[config.mk]
export PLATFORM = sky130hd
export DESIGN_NAME = palette_ctrl
export DESIGN_NICKNAME = d
export VERILOG_FILES = /design/src/rtl/palette_ctrl.sv
export SDC_FILE = /design/constraint.sdc
export NUM_CORES = 1
export LEC_CHECK = 0
export ABC_AREA = 1
export BUFFER_PORTS_ARGS = -buffer_cell sky130_fd_sc_hd__buf_2
export CAP_MARGIN = 20
export CORE_MARGIN = 2
export CORE_UTILIZATION = 63
export DETAILED_ROUTE_END_ITERATION = 6
export GPL_TIMING_DRIVEN = 1
export PLACE_DENSITY = 0.91
export SETUP_SLACK_MARGIN = 0.5
export SLEW_MARGIN = 0
export SYNTH_ARGS = -nofsm -noshare
export SYNTH_HDL_FRONTEND = slang
export SYNTH_SLANG_ARGS = --single-unit
[constraint.sdc]
create_clock -name clk -period 2.98 [get_ports clk]
set_input_delay 0.149 -clock clk [delete_from_list [all_inputs] [get_ports clk]]
set_output_delay 0.149 -clock clk [all_outputs]
set_load 0.02 [all_outputs]
[src/rtl/palette_ctrl.sv]
// palette_ctrl: writable 8-entry RRGGBB palette for the VGA pixel path, with an
// optional frame-synchronous colour-cycling sequencer.
//
// Build option: define PALETTE_CYCLE_EN to include the frame counter, rotation
// FSM and host/rotation arbitration. Without it the block is a plain writable
// palette: cycle_en and vsync_start are ignored and busy is tied low.
//
// Parameters:
//   FRAMES_PER_STEP  vsync_start pulses between rotation steps (>= 1)
//   CYCLE_LO         lowest palette index of the rotating band
//   CYCLE_HI         highest palette index of the rotating band (LO < HI <= 7)
//
// Ports:
//   clk          pixel clock
//   reset        synchronous, active-high; reloads the default palette
//   color_index  pixel colour index, looked up every cycle
//   rrggbb       registered colour for color_index (1-cycle latency)
//   vsync_start  single-cycle pulse at the start of vertical blanking
//   vblank       high during vertical blanking; host writes only land here
//   wr_valid     host write request (held until accepted)
//   wr_ready     host write accepted when high together with wr_valid
//   wr_addr      palette index to write
//   wr_data      RRGGBB value to write
//   cycle_en     enables colour cycling
//   busy         high while a rotation is in progress
module palette_ctrl #(
    parameter int FRAMES_PER_STEP = 8,
    parameter int CYCLE_LO        = 1,
    parameter int CYCLE_HI        = 6
) (
    input  logic       clk,
    input  logic       reset,
    input  logic [2:0] color_index,
    output logic [5:0] rrggbb,
    input  logic       vsync_start,
    input  logic       vblank,
    input  logic       wr_valid,
    output logic       wr_ready,
    input  logic [2:0] wr_addr,
    input  logic [5:0] wr_data,
    input  logic       cycle_en,
    output logic       busy
);

    localparam logic [2:0] LO = 3'(CYCLE_LO);
    localparam logic [2:0] HI = 3'(CYCLE_HI);

    function automatic logic [5:0] dflt(input int i);
        case (i)
            0:       dflt = 6'b111000;
            1:       dflt = 6'b110110;
            2:       dflt = 6'b101101;
            3:       dflt = 6'b111000;
            4:       dflt = 6'b110011;
            5:       dflt = 6'b011111;
            6:       dflt = 6'b001011;
            default: dflt = 6'b000000;
        endcase
    endfunction

    logic [5:0] pal [8];

    // Single palette write port, shared by the host and the rotation engine.
    logic       pal_we;
    logic [2:0] pal_wa;
    logic [5:0] pal_wd;

    always_ff @(posedge clk) begin
        if (reset) begin
            for (int i = 0; i < 8; i++) pal[i] <= dflt(i);
        end else if (pal_we) begin
            pal[pal_wa] <= pal_wd;
        end
    end

    // Lookup reads the pre-write contents: no write-to-read bypass.
    always_ff @(posedge clk) begin
        if (reset) rrggbb <= '0;
        else       rrggbb <= pal[color_index];
    end

`ifdef PALETTE_CYCLE_EN

    localparam int FCW = (FRAMES_PER_STEP > 1) ? $clog2(FRAMES_PER_STEP) : 1;
    localparam logic [FCW-1:0] FLAST = FCW'(FRAMES_PER_STEP - 1);

    typedef enum logic [1:0] {IDLE, LOAD, SHIFT, STORE} state_t;

    state_t         state, state_nxt;
    logic [FCW-1:0] fcnt;
    logic           rot_trigger;
    logic [2:0]     ptr;
    logic [5:0]     tmp;

    assign rot_trigger = cycle_en & vsync_start & (fcnt == FLAST);

    // Frame counter keeps counting during a rotation; a trigger that lands
    // outside IDLE is simply not acted on by the FSM.
    always_ff @(posedge clk) begin
        if (reset || !cycle_en) fcnt <= '0;
        else if (vsync_start)   fcnt <= (fcnt == FLAST) ? '0 : fcnt + 1'b1;
    end

    always_ff @(posedge clk) begin
        if (reset) state <= IDLE;
        else       state <= state_nxt;
    end

    always_comb begin
        state_nxt = state;
        case (state)
            IDLE:    if (rot_trigger) state_nxt = LOAD;
            LOAD:    state_nxt = SHIFT;
            SHIFT:   if (ptr == LO + 3'd1) state_nxt = STORE;
            STORE:   state_nxt = IDLE;
            default: state_nxt = IDLE;
        endcase
    end

    // tmp holds the top band entry while the rest of the band shifts up by one.
    always_ff @(posedge clk) begin
        if (reset) begin
            tmp <= '0;
            ptr <= '0;
        end else begin
            case (state)
                LOAD: begin
                    tmp <= pal[HI];
                    ptr <= HI;
                end
                SHIFT:   ptr <= ptr - 3'd1;
                default: ;
            endcase
        end
    end

    // Rotation owns the write port outside IDLE and in the trigger cycle.
    always_comb begin
        busy     = (state != IDLE);
        wr_ready = vblank & ~reset & (state == IDLE) & ~rot_trigger;
        pal_we   = 1'b0;
        pal_wa   = '0;
        pal_wd   = '0;
        case (state)
            IDLE: begin
                if (wr_valid && wr_ready) begin
                    pal_we = 1'b1;
                    pal_wa = wr_addr;
                    pal_wd = wr_data;
                end
            end
            SHIFT: begin
                pal_we = 1'b1;
                pal_wa = ptr;
                pal_wd = pal[ptr - 3'd1];
            end
            STORE: begin
                pal_we = 1'b1;
                pal_wa = LO;
                pal_wd = tmp;
            end
            default: ;
        endcase
    end

`else

    // Plain writable palette: sequencer inputs and band settings have no effect.
    logic unused_cfg;
    assign unused_cfg = ^{cycle_en, vsync_start, LO, HI, (FRAMES_PER_STEP > 0)};

    assign busy     = 1'b0;
    assign wr_ready = vblank & ~reset;
    assign pal_we   = wr_valid & wr_ready;
    assign pal_wa   = wr_addr;
    assign pal_wd   = wr_data;

`endif

endmodule

==> impl_results.rst, run 1 <==
.. list-table::
   :header-rows: 1

   * - Metric
     - Value
   * - Congestion Overflow GR
     - 0
   * - Synthesized instance count
     - 308
   * - Leakage power figure
     - 0.00143 uW
   * - Element type at the critical path start
     - input port
   * - Inserted Diodes
     - 0
   * - Critical path's top delay family
     - simple AND/OR/NAND/NOR gates
   * - Met2 usage
     - 43.5%
   * - CTS hold repair buffers
     - 0
   * - Wire length per cell after detailed routing
     - 13.2 um
   * - Initial standard-cell utilization of the core
     - ~66%
   * - Number of filler cells placed in the layout
     - between 300 and 400
   * - Initial DRC count
     - 154
   * - Weighted congestion at the end of routability-driven global placement
     - 0.925
   * - Final Hold Fails
     - 0
   * - Share of power burned in the clock network
     - 32.4%
   * - Required time of the critical path
     - 2.99 ns
   * - Count of buffers inserted at the top-level ports
     - 22
   * - Part of the power in combinational logic
     - roughly a tenth
   * - Root buffer selected by CTS
     - clkbuf_8
   * - Endpoint type of the worst setup path
     - flip-flop
   * - Final setup viols
     - 0
   * - Post-route total power
     - approximately 1500 uW
   * - First-pass GRT wire length
     - ~8200 um
   * - Design area
     - 2840 um^2
   * - Post-synth top area share
     - 54.8%
   * - Least-Margin Pin Slew
     - between 0.5 and 0.6 ns
   * - Synthesized flop and latch total
     - 54
   * - Die ar.
     - 4710 um^2
   * - Via count of the first global-routing pass
     - 1796
   * - DRC errors left
     - 0
   * - Biggest area contributors in the synthesized netlist
     - edfxtp_1, nand2_1, inv_1
   * - Antenna-violating nets left
     - 0
   * - Setup repair bufs after CTS
     - 0
   * - Global routing usage on met3
     - approximately 5.5%
   * - Cell Int Power
     - ~1200 uW
   * - Clock sink total
     - 54
   * - Final Critical Period
     - 1.01 ns
   * - Slowest library cell on the worst path
     - nand2_1
   * - Total of cells resized after clock tree synthesis
     - 0
   * - Critical path fanouts, max
     - 7
   * - Dominant cell type by area after synthesis
     - edfxtp_1
   * - Worst hold path type
     - in2reg
   * - Clock input transition at the sequential cells of the worst setup and hold paths
     - 0.09 ns
   * - Largest voltage drop on the vdd net
     - 344 uV
   * - NetSw
     - 350 uW
   * - Sequential cell area fraction in the yosys report
     - 59.3%
   * - Final max-slew violation count
     - 0
   * - H-Tree Level Count
     - 2
   * - Die extent in x
     - 68.6 um
   * - Switch share
     - about 23%
   * - Relative slew slack
     - 66.5%
   * - Stage delay of the slowest cell on the critical path
     - 0.24 ns
   * - IO Count
     - 26
   * - Final Cycle Share
     - 33.7%
   * - Proportion of layout cells with a drive suffix above 1
     - a little over an eighth
   * - Status
     - complete, no violations
   * - Mean instance size in the synthesized netlist
     - 8.55 um^2
   * - Worst path cell trace
     - buf_2 > nor2_2 > nand3_1 > inv_1 > nand2_1 > nand2_1
   * - Worst setup skew after layout
     - 0.00990 ns
   * - Fraction of power consumed by sequential logic
     - 57.4%
   * - Layout Nets
     - 345
   * - Clock tree from TritonCTS
     - built
   * - Cell Pwr Density
     - 538 nW/um^2
   * - Dpl hpwl
     - 3450 um
   * - Average via count per standard cell
     - 5.03
   * - Max Cap Violations
     - 0
   * - First drt pass iteration count
     - 4
   * - Distinct cell type count of the synthesized netlist
     - 15
   * - Row count
     - 23
   * - Vertical die dimension
     - 68.6 um
   * - Share of synthesized registers carrying an async set or reset
     - 0%
   * - Cell area after technology mapping
     - approximately 2600 um^2
   * - Grt peak-use layer
     - met2
   * - Total clock buffers created by CTS
     - 5
   * - Peak clock frequency supported by timing
     - 0.995 GHz
   * - Initial antenna violation count
     - 0
   * - Layout overhead on the synthesized area
     - 7.94%
   * - Clock latency at the later pin of the worst-skew pair
     - 0.31 ns
   * - Number of buffers and inverters on the critical path
     - 2
   * - Standard cell area after detailed placement
     - 2730 um^2
   * - Post-Synthesis Net Count
     - 326
   * - Routed vias
     - around 1900
   * - Number of enable flip-flop cells after synthesis
     - 48
   * - Crit path DAT
     - between 1 and 1.5 ns
   * - Setup repair after global routing missed its margin
     - false
   * - Prevailing post-synth register cell
     - edfxtp_1
   * - Crit path kind
     - in2reg
   * - Final Routed Wirelength
     - 4990 um
   * - Global-route total usage across every layer
     - 25.6%
   * - Largest net degree at the start of global routing
     - 26
   * - Met1 global-route usage
     - 30.7%
   * - Number of buffers on the longest clock path
     - 2
   * - Ys Warns
     - 0
   * - Setup TNS
     - 0 ns
   * - Top cell by count, worst path
     - nand2_1
   * - Placeable core region
     - between 4000 and 5000 um^2
cell usage after synthesis, types with 3 or more instances:
cell	number
buf_2	4
buf_4	3
buf_6	3
dfxtp_1	6
edfxtp_1	48
inv_1	67
nand2_1	93
nand2_2	11
nand3_1	31
nor2_1	37
area by class of cell:
| class | count | area (um^2) | share of cell area (%) |
|---|---|---|---|
| repair buffers | 22 | 110 | 3.87 |
| clock buffers | 6 | 82.6 | 2.91 |
| multi-input cells | 175 | 733 | 25.8 |
| clock inverters | 1 | 30.0 | 1.06 |
| flip-flops and latches | 54 | 1560 | 55.0 |
| well taps | 50 | 62.6 | 2.20 |
| inverters | 69 | 262 | 9.20 |
worst paths after layout:
| path | to | start | slack, ns | cells after the start |
|---|---|---|---|---|
| setup / recovery | pal[7][3] | reset | 1.98 | 6 |
| hold / removal | rrggbb[0] | color_index[2] | 0.20 | 3 |
| setup reg to reg | rrggbb[3] | pal[3][3] | 2.04 | 6 |
| hold reg to reg | rrggbb[3] | pal[5][3] | 0.69 | 6 |
tightest hold or removal path, delay by kind of cell:
kind,cells,cell delay [ns]
and+or+nand+nor,2,0.16
buffers and inverters,1,0.16
stage by stage:
stage	std cells	setup slack, ns	hold WS [ns]	utilization (%)
after floorplan	308	1.72	0.335	-
after global placement	370	1.67	0.522	68.2
after detailed placement	370	1.64	0.524	68.2
after CTS	377	1.98	0.190	71.0
after global routing	377	1.87	0.224	71.0
final	377	1.98	0.195	71.0
cells in the final DEF, fill, tap and decap left out:
master	count
nor2_2	1
bufinv_16	1
nand2_1	93
nand2_2	11
dfxtp_1	6
inv_1	67
nand3_1	31
nor2_1	37
edfxtp_1	48
inv_2	1
buf_2	22
nor2_4	1
inv_4	1
clkbuf_8	6
conb_1	1
metal layers:
layer / wire (um) / vias to the layer above / part of all wire [%]
met2: 2520 / 104 / 50
li1: - / 962 / -
met5: 0 / - / 0
met4: 178 / 0 / 3.6
met3: 565 / 16 / 11
met1: 1730 / 813 / 35
registers in the layout, indices dropped and copies added (netlist names):
signal and count:
pal 48, rrggbb 6
logic make-up after synthesis:
family	after synthesis	synth area share [%]
simple gates	174	27.7
flops	54	59.3
other cells	1	0.142
buf+inv	79	12.8
power by group through the flow:
stage                     Combinational (uW)  Sequential, uW  Clock [uW]
after global placement                   150             893           0
after CTS                                155             879         497
after detailed placement                 154             896           0
after floorplan                          105             902           0
after global routing                     176             883         536
final                                    157             878         495
No activity file was read; power rests on OpenSTA's default activity.
==> run 2: changes to the inputs <==
CORE_UTILIZATION = 58   (was 63)
PLACE_DENSITY = 0.85   (was 0.91)
clock period = 1 ns   (was 2.98 ns; I/O delays follow)
==> run 2 against run 1 <==
Net effect: the run now ends with setup timing left; sequential share of layout area down 11 points; total power rose to 3.2 times the previous value; combinational power rose to 4.6 times the previous value; critical path type is now reg2reg; critical endpoint is now rrggbb[5].
==> impl_results.rst, run 2 (synthesis gave the netlist of run 1 again) <==
.. list-table::
   :header-rows: 1

   * - Metric
     - Value
   * - Placeable core region
     - 4350 um^2
   * - Final Cycle Share
     - 104%
   * - Crit path kind
     - reg2reg
   * - First drt pass iteration count
     - 5
   * - Final setup viols
     - 1
   * - Biggest register
     - pal
   * - Post-route total power
     - 4850 uW
   * - Final max-slew violation count
     - 0
   * - Dpl hpwl
     - between 3000 and 4000 um
   * - Clock tree from TritonCTS
     - built
   * - Global-route total usage across every layer
     - around a quarter
   * - Final setup margin
     - -0.0355 ns
   * - Setup TNS
     - -0.0355 ns
   * - Violations in the final reports
     - setup timing
   * - Worst setup skew after layout
     - roughly 0.011 ns
   * - DRC errors left
     - 0
   * - Most frequent standard cell in the layout excluding fill and tap cells
     - nand2_1
   * - Initial DRC count
     - 232
   * - Initial antenna violation count
     - 0
   * - Inserted Diodes
     - 0
   * - Clock sink total
     - 54
   * - Cell Pwr Density
     - 1350 nW/um^2
   * - Proportion of layout cells with a drive suffix above 1
     - 46.1%
   * - Element type at the critical path start
     - flip-flop
   * - Worst hold path type
     - in2reg
   * - Largest voltage drop on the vdd net
     - ~1100 uV
   * - Layout overhead on the synthesized area
     - 36.0%
   * - Biggest regs
     - pal (48), rrggbb (6)
   * - Clock latency at the later pin of the worst-skew pair
     - 0.32 ns
   * - Antenna-violating nets left
     - 0
   * - Critical path fanouts, max
     - 1
   * - Total clock buffers created by CTS
     - 5
   * - Wire length per cell after detailed routing
     - 17.5 um
   * - Die ar.
     - 5090 um^2
   * - Largest net degree at the start of global routing
     - 25
   * - Endpoint type of the worst setup path
     - flip-flop
   * - Required time of the critical path
     - 1.20 ns
   * - Final Hold Fails
     - 0
   * - Relative slew slack
     - 56.0%
   * - Final Routed Wirelength
     - between 6000 and 7000 um
   * - Clock input transition at the sequential cells of the worst setup and hold paths
     - 0.10 ns
   * - Max reg flops
     - 48
   * - H-Tree Level Count
     - 2
   * - IO Count
     - 26
   * - Leakage power figure
     - between 0.0015 and 0.002 uW
   * - Root buffer selected by CTS
     - clkbuf_8
   * - Setup repair after global routing missed its margin
     - true
   * - Initial standard-cell utilization of the core
     - 60.5%
   * - Number of buffers on the longest clock path
     - 2
   * - Max Cap Violations
     - 0
   * - Peak clock frequency supported by timing
     - 0.966 GHz
   * - Via count of the first global-routing pass
     - 2072
   * - Congestion Overflow GR
     - 0
   * - Post-route insts no fill
     - a little under 400
   * - Cell count after placement
     - 380
   * - Average via count per standard cell
     - between 5 and 6
   * - Least-Margin Pin Slew
     - 0.659 ns
   * - Count of buffers inserted at the top-level ports
     - 22
   * - Row count
     - 24
   * - Highest-count cells in the layout ignoring fill and taps
     - nand2_1, inv_1, edfxtp_1
   * - Routed vias
     - 2212
   * - Die extent in x
     - 71.4 um
   * - Final core area utilization
     - 82.2%
   * - Status
     - finished, violations left
   * - Vertical die dimension
     - 71.4 um
   * - Final Critical Period
     - 1.04 ns
   * - Crit path DAT
     - 1.24 ns
   * - Layout Nets
     - 360
   * - Weighted congestion at the end of routability-driven global placement
     - between 0.8 and 0.9
   * - First-pass GRT wire length
     - 9890 um
   * - Number of filler cells placed in the layout
     - 212
-- run 2: changes by cell type in the layout (fill, tap and decap cells not counted), sizes merged --
| cell | before | now |
|---|---|---|
| clkinvlp | 0 | 1 |
| inv | 69 | 68 |
| buf | 22 | 37 |
| clkinv | 0 | 1 |
-- run 2: through the flow --
| stage | worst slack (ns) | hold WS, ns | cell area [um^2] |
|---|---|---|---|
| after floorplan | 0.0187 | 0.135 | 2730 |
| after global placement | -0.0804 | 0.400 | 2900 |
| after detailed placement | -0.159 | 0.405 | 2900 |
| after CTS | 0.0764 | 0.111 | 3380 |
| after global routing | -0.109 | 0.143 | 3580 |
| final | -0.0355 | 0.120 | 3580 |
-- run 2: what timing repair did --
item,CTS,global route
pin swaps,10,13
resized for setup,98,58
buffers inserted,5,2
hold buffers,0,0
cloned,0,0
setup endpoints to repair,109,109
-- run 2: layout make-up --
type	instances	area, um^2	area share [%]
flip-flops and latches	54	1570	43.8
multi-input cells	175	1180	33.1
clock inverters	2	37.5	1.05
repair buffers	37	340	9.50
well taps	52	65.1	1.82
inverters	69	312	8.70
clock buffers	6	72.6	2.03
-- run 2: per-layer routing --
metal	share of wire, %	track usage (%)	vias up
li1	-	-	998
met1	36	33.9	1026
met2	52	42.4	157
met3	8.3	4.36	31
met4	4.3	13.8	0
met5	0	0	-
-- run 2: path summary, 6_finish.rpt --
check | end | cells after the start | startpoint | slack [ns]
hold / removal | rrggbb[2] | 3 | color_index[2] | 0.12
setup reg to reg | rrggbb[5] | 6 | pal[0][5] | -0.04
hold reg to reg | rrggbb[1] | 6 | pal[1][1] | 0.70
setup / recovery | rrggbb[5] | 6 | pal[0][5] | -0.04
-- run 2: where the power goes --
| part | internal, uW | switching [uW] |
|---|---|---|
| Sequential | 2590 | 50.5 |
| Clock | 748 | 748 |
| Combinational | 239 | 476 |
-- run 2: critical path: stages (launching register included) --
cell,delay (ns)
edfxtp_1,0.39
inv_1,0.08
nand2_1,0.05
nand3_1,0.09
nand2_1,0.08
nor2_1,0.14
nor2_1,0.09
==> run 3: changes to the inputs <==
CAP_MARGIN = 0   (was 20)
CELL_PAD_IN_SITES_DETAIL_PLACEMENT = 1   (was not set)
CELL_PAD_IN_SITES_GLOBAL_PLACEMENT = 1   (was not set)
CORE_UTILIZATION = 44   (was 58)
==> run 3 against run 2 <==
Net effect: the flow still finishes with violations (setup timing); sequential share of layout area is 1.4 points lower; via count is 2.0% lower; die area is 30% higher; worst hold slack worse by 0.027 ns; utilization is 19 points lower; first-iteration DRC count is 30% lower; sequential power hardly changed; largest power group unchanged; final cell count is 6.1% higher; clock skew is 0.0067 ns higher; register-to-register slack better by 0.03 ns; design area is 3.3% higher.
==> impl_results.rst, run 3 (synthesis gave the netlist of run 1 again) <==
.. list-table::
   :header-rows: 1

   * - Metric
     - Value
   * - Largest net degree at the start of global routing
     - 25
   * - Area of the multi-input gates
     - 1240 um^2
   * - Initial DRC count
     - about 160
   * - Layout overhead on the synthesized area
     - 40.5%
   * - Setup repair after global routing missed its margin
     - true
   * - Status
     - finished, violations left
   * - Least-Margin Pin Slew
     - 0.691 ns
   * - Violations in the final reports
     - setup timing
   * - Relative slew slack
     - between 50% and 60%
   * - Congestion Overflow GR
     - 0
   * - Leakage power figure
     - 0.00168 uW
   * - Setup TNS
     - -0.0101 ns
   * - Final Routed Wirelength
     - 8650 um
   * - Antenna-violating nets left
     - 0
   * - Placeable core region
     - 5850 um^2
   * - Weighted congestion at the end of routability-driven global placement
     - 0.821
   * - Post-route insts no fill
     - approximately 420
   * - Root buffer selected by CTS
     - clkbuf_8
   * - Total clock buffers created by CTS
     - 5
   * - Sequential cell area
     - 1570 um^2
   * - Peak clock frequency supported by timing
     - a little under 1 GHz
   * - Element type at the critical path start
     - flip-flop
   * - Critical path fanouts, max
     - 1
   * - Clock sink total
     - 54
   * - Largest voltage drop on the vdd net
     - just over 700 uV
   * - Worst setup skew after layout
     - 0.0174 ns
   * - First drt pass iteration count
     - 4
   * - Initial standard-cell utilization of the core
     - 45.0%
   * - Clock tree from TritonCTS
     - built
   * - Global-route total usage across every layer
     - 26.4%
   * - Switch share
     - 26.9%
   * - Worst path cell trace
     - inv_1 > nand2_1 > nand3_1 > nand2_1 > nor2_1 > nor2_1
   * - Required time of the critical path
     - approximately 1.2 ns
   * - Clock input transition at the sequential cells of the worst setup and hold paths
     - 0.11 ns
   * - Max reg flops
     - 48
   * - Wire length per cell after detailed routing
     - 20.6 um
   * - Via count of the first global-routing pass
     - 2220
   * - Share of power burned in the clock network
     - between 30% and 40%
   * - IO Count
     - 26
   * - Final max-slew violation count
     - 0
   * - Final setup viols
     - 1
   * - DRC errors left
     - 0
   * - Vertical die dimension
     - between 80 and 90 um
   * - Final Critical Period
     - 1.01 ns
   * - Row count
     - 28
   * - Endpoint type of the worst setup path
     - flip-flop
   * - First-pass GRT wire length
     - 12200 um
   * - Final Cycle Share
     - 101%
   * - Post-route total power
     - 4910 uW
   * - Dpl hpwl
     - between 5000 and 6000 um
   * - Cell count after placement
     - 407
   * - Biggest register
     - pal
   * - Cell Int Power
     - 3590 uW
   * - NetSw
     - 1320 uW
   * - H-Tree Level Count
     - 2
   * - Max Cap Violations
     - 0
   * - Die ar.
     - ~6600 um^2
   * - Average via count per standard cell
     - 5.17
   * - Post-Route Hold Slack
     - 0.0933 ns
   * - Initial antenna violation count
     - 0
   * - Fraction of power consumed by sequential logic
     - 53.9%
   * - Crit path DAT
     - 1.22 ns
   * - Routed vias
     - 2168
   * - Part of the power in combinational logic
     - 15.4%
   * - Count of buffers inserted at the top-level ports
     - 22
   * - Layout Nets
     - ~360
   * - Biggest regs
     - pal (48), rrggbb (6)
   * - Highest-count cells in the layout ignoring fill and taps
     - inv_1, nand2_1, edfxtp_1
   * - Proportion of layout cells with a drive suffix above 1
     - 44.2%
   * - Final setup margin
     - -0.0101 ns
   * - Inserted Diodes
     - 0
   * - Stage delay of the slowest cell on the critical path
     - about 0.40 ns
   * - Worst slack at placement
     - -0.155 ns
   * - Die extent in x
     - 81.4 um
   * - Crit path kind
     - reg2reg
   * - Number of buffers on the longest clock path
     - 2
   * - Clock latency at the later pin of the worst-skew pair
     - 0.33 ns
   * - Number of filler cells placed in the layout
     - 605
   * - Cell Pwr Density
     - between 1000 and 1500 nW/um^2
   * - Final Hold Fails
     - 0
   * - Worst hold path type
     - in2reg
   * - Slowest library cell on the worst path
     - edfxtp_1
## run 3: changes by cell type in the layout (fill, tap and decap cells not counted), sizes merged
cell,change
clkbuf,+1
buf,+1
inv,-2
clkinv,+2
clkinvlp,-1
## run 3: area by class of cell
class	count	share of cell area, %
inverters	69	8.76
multi-input cells	175	33.7
clock buffers	7	2.06
flip-flops and latches	54	42.4
repair buffers	38	9.78
well taps	75	2.54
clock inverters	1	0.812
## run 3: worst paths after layout
check	start	endpoint	slack (ns)	cells after the start
worst max register to register	pal[2][1]	rrggbb[1]	-0.01	6
worst min register to register	pal[5][2]	rrggbb[2]	0.70	6
worst max-delay path	pal[2][1]	rrggbb[1]	-0.01	6
worst min-delay path	color_index[2]	rrggbb[5]	0.09	3
## run 3: through the flow
step           util, %  instance area, um^2
2_1_floorplan        -                 2730
3_3_place_gp      50.7                 2970
3_5_place_dp      50.7                 2970
4_1_cts           59.5                 3480
5_1_grt           63.2                 3700
6_report          63.2                 3700
## run 3: per-layer routing
layer	GRT usage, %	vias to the layer above	part of all wire [%]
li1	-	1001	-
met2	47.0	65	55
met1	31.6	1090	39
met4	11.5	0	2.0
met5	0	-	0
met3	3.89	12	3.5
## run 3: what timing repair did
item / CTS / global route
buffers inserted: 1 / 3
pin swaps: 11 / 5
hold buffers: 0 / 0
endpoints found under the setup margin: 109 / 109
resized for setup: 117 / 49
## run 3: power groups by stage
| stage | clock network, uW | logic [uW] | registers, uW |
|---|---|---|---|
| floorplan | 0 | 342 | 2690 |
| global placement | 0 | 534 | 2660 |
| detailed placement | 0 | 557 | 2680 |
| CTS | 1460 | 682 | 2640 |
| global route | 1560 | 809 | 2660 |
| finish | 1510 | 756 | 2650 |
## run 3: worst max-delay path, delay by kind of cell, from the launching register on
kind | cells | cell delay (ns)
buf+inv | 1 | 0.11
simple gates | 5 | 0.38
flops | 1 | 0.40
